<file path="src/rtl/fetch_stage.sv">
// ============================================================================
//  Module   : fetch_stage
//  Purpose  : PC / instruction-memory fetch with one-entry stall buffer and
//             IF/ID pipeline register feeding decode.
//  Revision : 1.0  initial release
// ============================================================================
`default_nettype none

module fetch_stage #(
   parameter logic [31:0] RESET_PC  = 32'h0000_0000,
   parameter logic [31:0] NOP_INSTR = 32'hFC00_0000
) (
   input  logic        clk,
   input  logic        rst,
   input  logic        Stall_F,
   input  logic        Stall_D,
   input  logic        Flush_D,
   input  logic        Jump_D,
   input  logic        PC_src_D,
   input  logic [31:0] Jump_target_D,
   input  logic [31:0] Branch_target_D,
   output logic        Imem_req,
   output logic [31:0] Imem_addr,
   input  logic [31:0] Imem_rdata,
   input  logic        Imem_ready,
   output logic [31:0] Instr_D,
   output logic [31:0] PC_D,
   output logic [31:0] PC_plus4_D,
   output logic        Valid_D
);

   typedef enum logic [1:0] {
      S_IDLE  = 2'd0,
      S_FETCH = 2'd1,
      S_HOLD  = 2'd2
   } state_t;

   state_t      r_state;
   logic [31:0] r_pc;
   logic [31:0] r_buf;
   logic [31:0] r_instr;
   logic [31:0] r_pc_d;
   logic [31:0] r_pc4_d;
   logic        r_valid;

   logic        w_redirect;
   logic [31:0] w_target;
   logic        w_stall;
   logic [31:0] w_pc_plus4;
   logic        w_load;
   logic [31:0] w_load_data;
   logic        w_wait_bubble;

   assign w_redirect = Jump_D | PC_src_D;
   assign w_target   = (Jump_D ? Jump_target_D : Branch_target_D) & 32'hFFFF_FFFC;
   assign w_stall    = Stall_F | Stall_D;
   assign w_pc_plus4 = r_pc + 32'd4;

   // w_load: a fetched instruction is ready to enter IF/ID this edge.
   always_comb begin
      w_load        = 1'b0;
      w_load_data   = r_buf;
      w_wait_bubble = 1'b0;
      case (r_state)
         S_FETCH: begin
            if (Imem_ready && !w_stall) begin
               w_load      = 1'b1;
               w_load_data = Imem_rdata;
            end else if (!Imem_ready && !w_stall) begin
               w_wait_bubble = 1'b1;
            end
         end
         S_HOLD: begin
            if (!w_stall) begin
               w_load = 1'b1;
            end
         end
         default: ;
      endcase
   end

   always_ff @(posedge clk or posedge rst) begin
      if (rst) begin
         r_state <= S_IDLE;
         r_pc    <= RESET_PC;
         r_buf   <= 32'd0;
         r_instr <= NOP_INSTR;
         r_pc_d  <= 32'd0;
         r_pc4_d <= 32'd0;
         r_valid <= 1'b0;
      end else begin
         if (w_redirect) begin
            r_pc    <= w_target;
            r_buf   <= 32'd0;
            r_state <= S_FETCH;
         end else begin
            case (r_state)
               S_IDLE: r_state <= S_FETCH;
               S_FETCH: begin
                  if (Imem_ready) begin
                     if (w_stall) begin
                        r_buf   <= Imem_rdata;
                        r_state <= S_HOLD;
                     end else begin
                        r_pc <= w_pc_plus4;
                     end
                  end
               end
               S_HOLD: begin
                  if (!w_stall) begin
                     r_pc    <= w_pc_plus4;
                     r_state <= S_FETCH;
                  end
               end
               default: r_state <= S_IDLE;
            endcase
         end

         // IF/ID: bubble beats hold beats load; otherwise contents persist.
         if (Flush_D || w_redirect || w_wait_bubble) begin
            r_instr <= NOP_INSTR;
            r_pc_d  <= 32'd0;
            r_pc4_d <= 32'd0;
            r_valid <= 1'b0;
         end else if (!Stall_D && w_load) begin
            r_instr <= w_load_data;
            r_pc_d  <= r_pc;
            r_pc4_d <= w_pc_plus4;
            r_valid <= 1'b1;
         end
      end
   end

   assign Imem_req   = (r_state == S_FETCH);
   assign Imem_addr  = r_pc;
   assign Instr_D    = r_instr;
   assign PC_D       = r_pc_d;
   assign PC_plus4_D = r_pc4_d;
   assign Valid_D    = r_valid;

endmodule

`default_nettype wire

</file>
<file path="config.mk">
export PLATFORM = sky130hd
export DESIGN_NAME = fetch_stage
export DESIGN_NICKNAME = d
export VERILOG_FILES = /design/src/rtl/fetch_stage.sv
export SDC_FILE = /design/constraint.sdc
export NUM_CORES = 1
export LEC_CHECK = 0
export CORE_MARGIN = 5
export CORE_UTILIZATION = 52
export DETAILED_ROUTE_END_ITERATION = 12
export GPL_ROUTABILITY_DRIVEN = 0
export PLACE_DENSITY = 0.87
export SETUP_SLACK_MARGIN = 0.15
export SYNTH_ARGS = -nofsm -noshare
export SYNTH_HDL_FRONTEND = slang
export SYNTH_SLANG_ARGS = --single-unit
</file>
<file path="constraint.sdc">
create_clock -name clk -period 13.15 [get_ports clk]
set_input_delay 1.9725 -clock clk [delete_from_list [all_inputs] [get_ports clk]]
set_output_delay 1.9725 -clock clk [all_outputs]
set_load 0.02 [all_outputs]
</file>
==> results.ini <==
[clock_network]
clkSinkCount=157
cts-resized-gates=0
clk_path_buf_depth=2
postCtsSetupBuffers=0
cts.clk_slew.worst_paths_ns=0.07
cts-root-buf=clkbuf_16
insertion_delay_ns=0.42
postCtsHoldBufs=0
cts_buffers=17
cts_tree=built
cts_max_level=4

[finish]
area_growth_pct=35.5
final_util=0.714
final_cell_area_um2=10800
fin_nets=1148
fillCellCount=1103
drive_gt1_frac=0.0722
antenna_cells=0

[floorplanning]
fp.dieH_um=134
start_util=0.527
pin_count=234
die-area_um2=17900
row_count=45
fp.dieW_um=134
design.core.area_um2=15100

[drt]
ant_nets=0
wl_per_cell_um=18.8
drtIter0Drc=543
vias_per_cell=5.66
via_count=7021
wl_um=23300
drc=0
dr.pass1.iters=5

[timing]
setup-tns-final_ns=0
period_minus_slack_ns=4.52
clock_skew_ns=0.00885
relSlewSlack=0.209
worst_pin_slew_ns=1.19
hold_viol_final=0
max_freq_ghz=0.221
rsz0062_at_grt=false
fin_crit_sh=0.344
holdWs_ns=0.495
slew_viol_final=0
setup_violations=0

[pwr]
sw_frac_of_total=0.278
vdd_ir_drop_max_mv=0.0879
switchingPower_mw=0.336
leakagePower_nw=4.19
internal-power_mw=0.874
pwr-share-clk=0.406
power_frac_comb=0.158
power_frac_seq=0.436
power.density_nw_per_um2=112

[worst_setup_path]
required_ns=13.38
critPathBufInv=3
slowest_stage=or2_2
startpoint=PC_src_D
endpoint_kind=flip-flop
worstPathCellList=clkdlybuf4s50_1 > buf_4 > or2_2 > a311o_2 > buf_4 > a211oi_1
worst-setup-path-type=input port to flip-flop
critical-path-top-delay-family=buffers and inverters
cpMostUsedCell=buf_4
arrival_ns=4.75
cp-start-kind=input port
reg2reg_setup_slack_ns=10.07
cp_max_fo=41
rr_startpoint=r_state[1]
cpPeakStageDelay_ns=0.76

[grt]
grt_pass1_vias=7027
overflow=0
antenna_found_initial=0
grt_pass1_wl_um=37100
grt_max_degree=124
grt.total_usage=0.259

[yosys]
synth.area.top_cells=dfrtp_1 (47%), nand2_1 (7.4%), a21oi_1 (6.3%)
synth_area_leader_cell=dfrtp_1
synth_top_area_frac=0.473
synth_cell_types=54
ys_seq_area_frac=0.493
yosysWarnings=0
synth_common_cells=nand2_1 (157), dfrtp_1 (151), a21oi_1 (101)
netlist_instances=866
synth_edf_count=0
avgSynthCellArea_um2=9.22
async_flop_share=1.00
yosys_most_used_dff=dfrtp_1
synth-seq-cells=157
netlist_area_um2=7980
yosysMostFrequentCell=nand2_1

[job]
drv_cap=0

[hold_path]
min_path_type=flip-flop to flip-flop
holdCritStartpoint=Instr_D[29]

[place]
placed_area_um2=10200
dpl.hpwl_um=16300
portBuffers=223

[status]
status=finished clean

==> sequential cells by signal, indices dropped and copies added, names as in the netlist <==
name        flops
Valid_D         1
Instr_D        32
r_buf          32
PC_plus4_D     30
Imem_addr      30
PC_D           30
r_state         2
==> per-stage QoR <==
stage / worst slack (ns) / cells / power, mW
5_1_grt: 8.45 / 1240 / 1.25
2_1_floorplan: 6.95 / 871 / 0.639
6_report: 8.63 / 1240 / 1.21
3_5_place_dp: 8.17 / 1208 / 0.726
4_1_cts: 8.64 / 1240 / 1.22
3_3_place_gp: 8.23 / 1208 / 0.722
==> kinds of logic after synthesis <==
kind of cell | Yosys count | synth area share
simple gates | 311 | 0.183
flops | 157 | 0.493
fa+ha+maj | 5 | 0.00784
other cells | 1 | 0.000470
xor+xnor | 53 | 0.0582
mux | 42 | 0.0533
compound gates | 205 | 0.155
buf+inv | 92 | 0.0491
==> layout make-up <==
type                       count  area (um2)  share of cell area
inverter                       8        35.0             0.00324
timing repair buffer         233        2300               0.213
clock buffer                  20         457              0.0422
multi-input combinational    622        3710               0.343
sequential                   157        3940               0.364
tap                          188         235              0.0218
clock inverter                12         135              0.0125
==> worst paths after layout <==
| kind | to | cells after the start |
|---|---|---|
| setup / recovery | Instr_D[16] | 6 |
| hold / removal | Instr_D[29] | 2 |
| setup reg to reg | PC_plus4_D[2] | 8 |
| hold reg to reg | Instr_D[29] | 2 |
| max in group asynchronous | r_buf[3] | 3 |
| min in group asynchronous | PC_D[26] | 2 |
==> layer usage <==
layer	track usage	vias up	wire, um
met5	0	-	0
met4	0.0857	0	572
met3	0.0780	44	1760
met2	0.426	263	11500
met1	0.330	3383	9510
li1	-	3331	-
==> tightest hold or removal path: stages (launching register included) <==
cell      delay (ns)
dfstp_2         0.36
nand2_1         0.04
o211ai_1        0.08
==> cell usage in the layout, fill, tap and decap left out, types with 6 or more instances in the layout <==
cell and instances:
o21ai_0 24, xor2_1 29, nand3_1 19, inv_1 7
nor2b_1 19, dfstp_2 6, buf_4 10, nand2_1 157
o211ai_1 6, conb_1 6, dfrtp_1 151, xnor2_1 24
nand4_1 16, clkbuf_16 17, a211oi_1 51, clkdlybuf4s50_1 222
mux2i_1 38, nor2_1 53, nor3_1 9, a21oi_1 101
==> power by group through the flow <==
stage	Clock [mW]	Sequential, mW	Combinational, mW
final	0.491	0.528	0.191
after global routing	0.517	0.530	0.207
after CTS	0.498	0.527	0.192
after detailed placement	0	0.535	0.191
after global placement	0	0.535	0.187
after floorplan	0	0.535	0.104
Power figures use the tool's default switching activity.
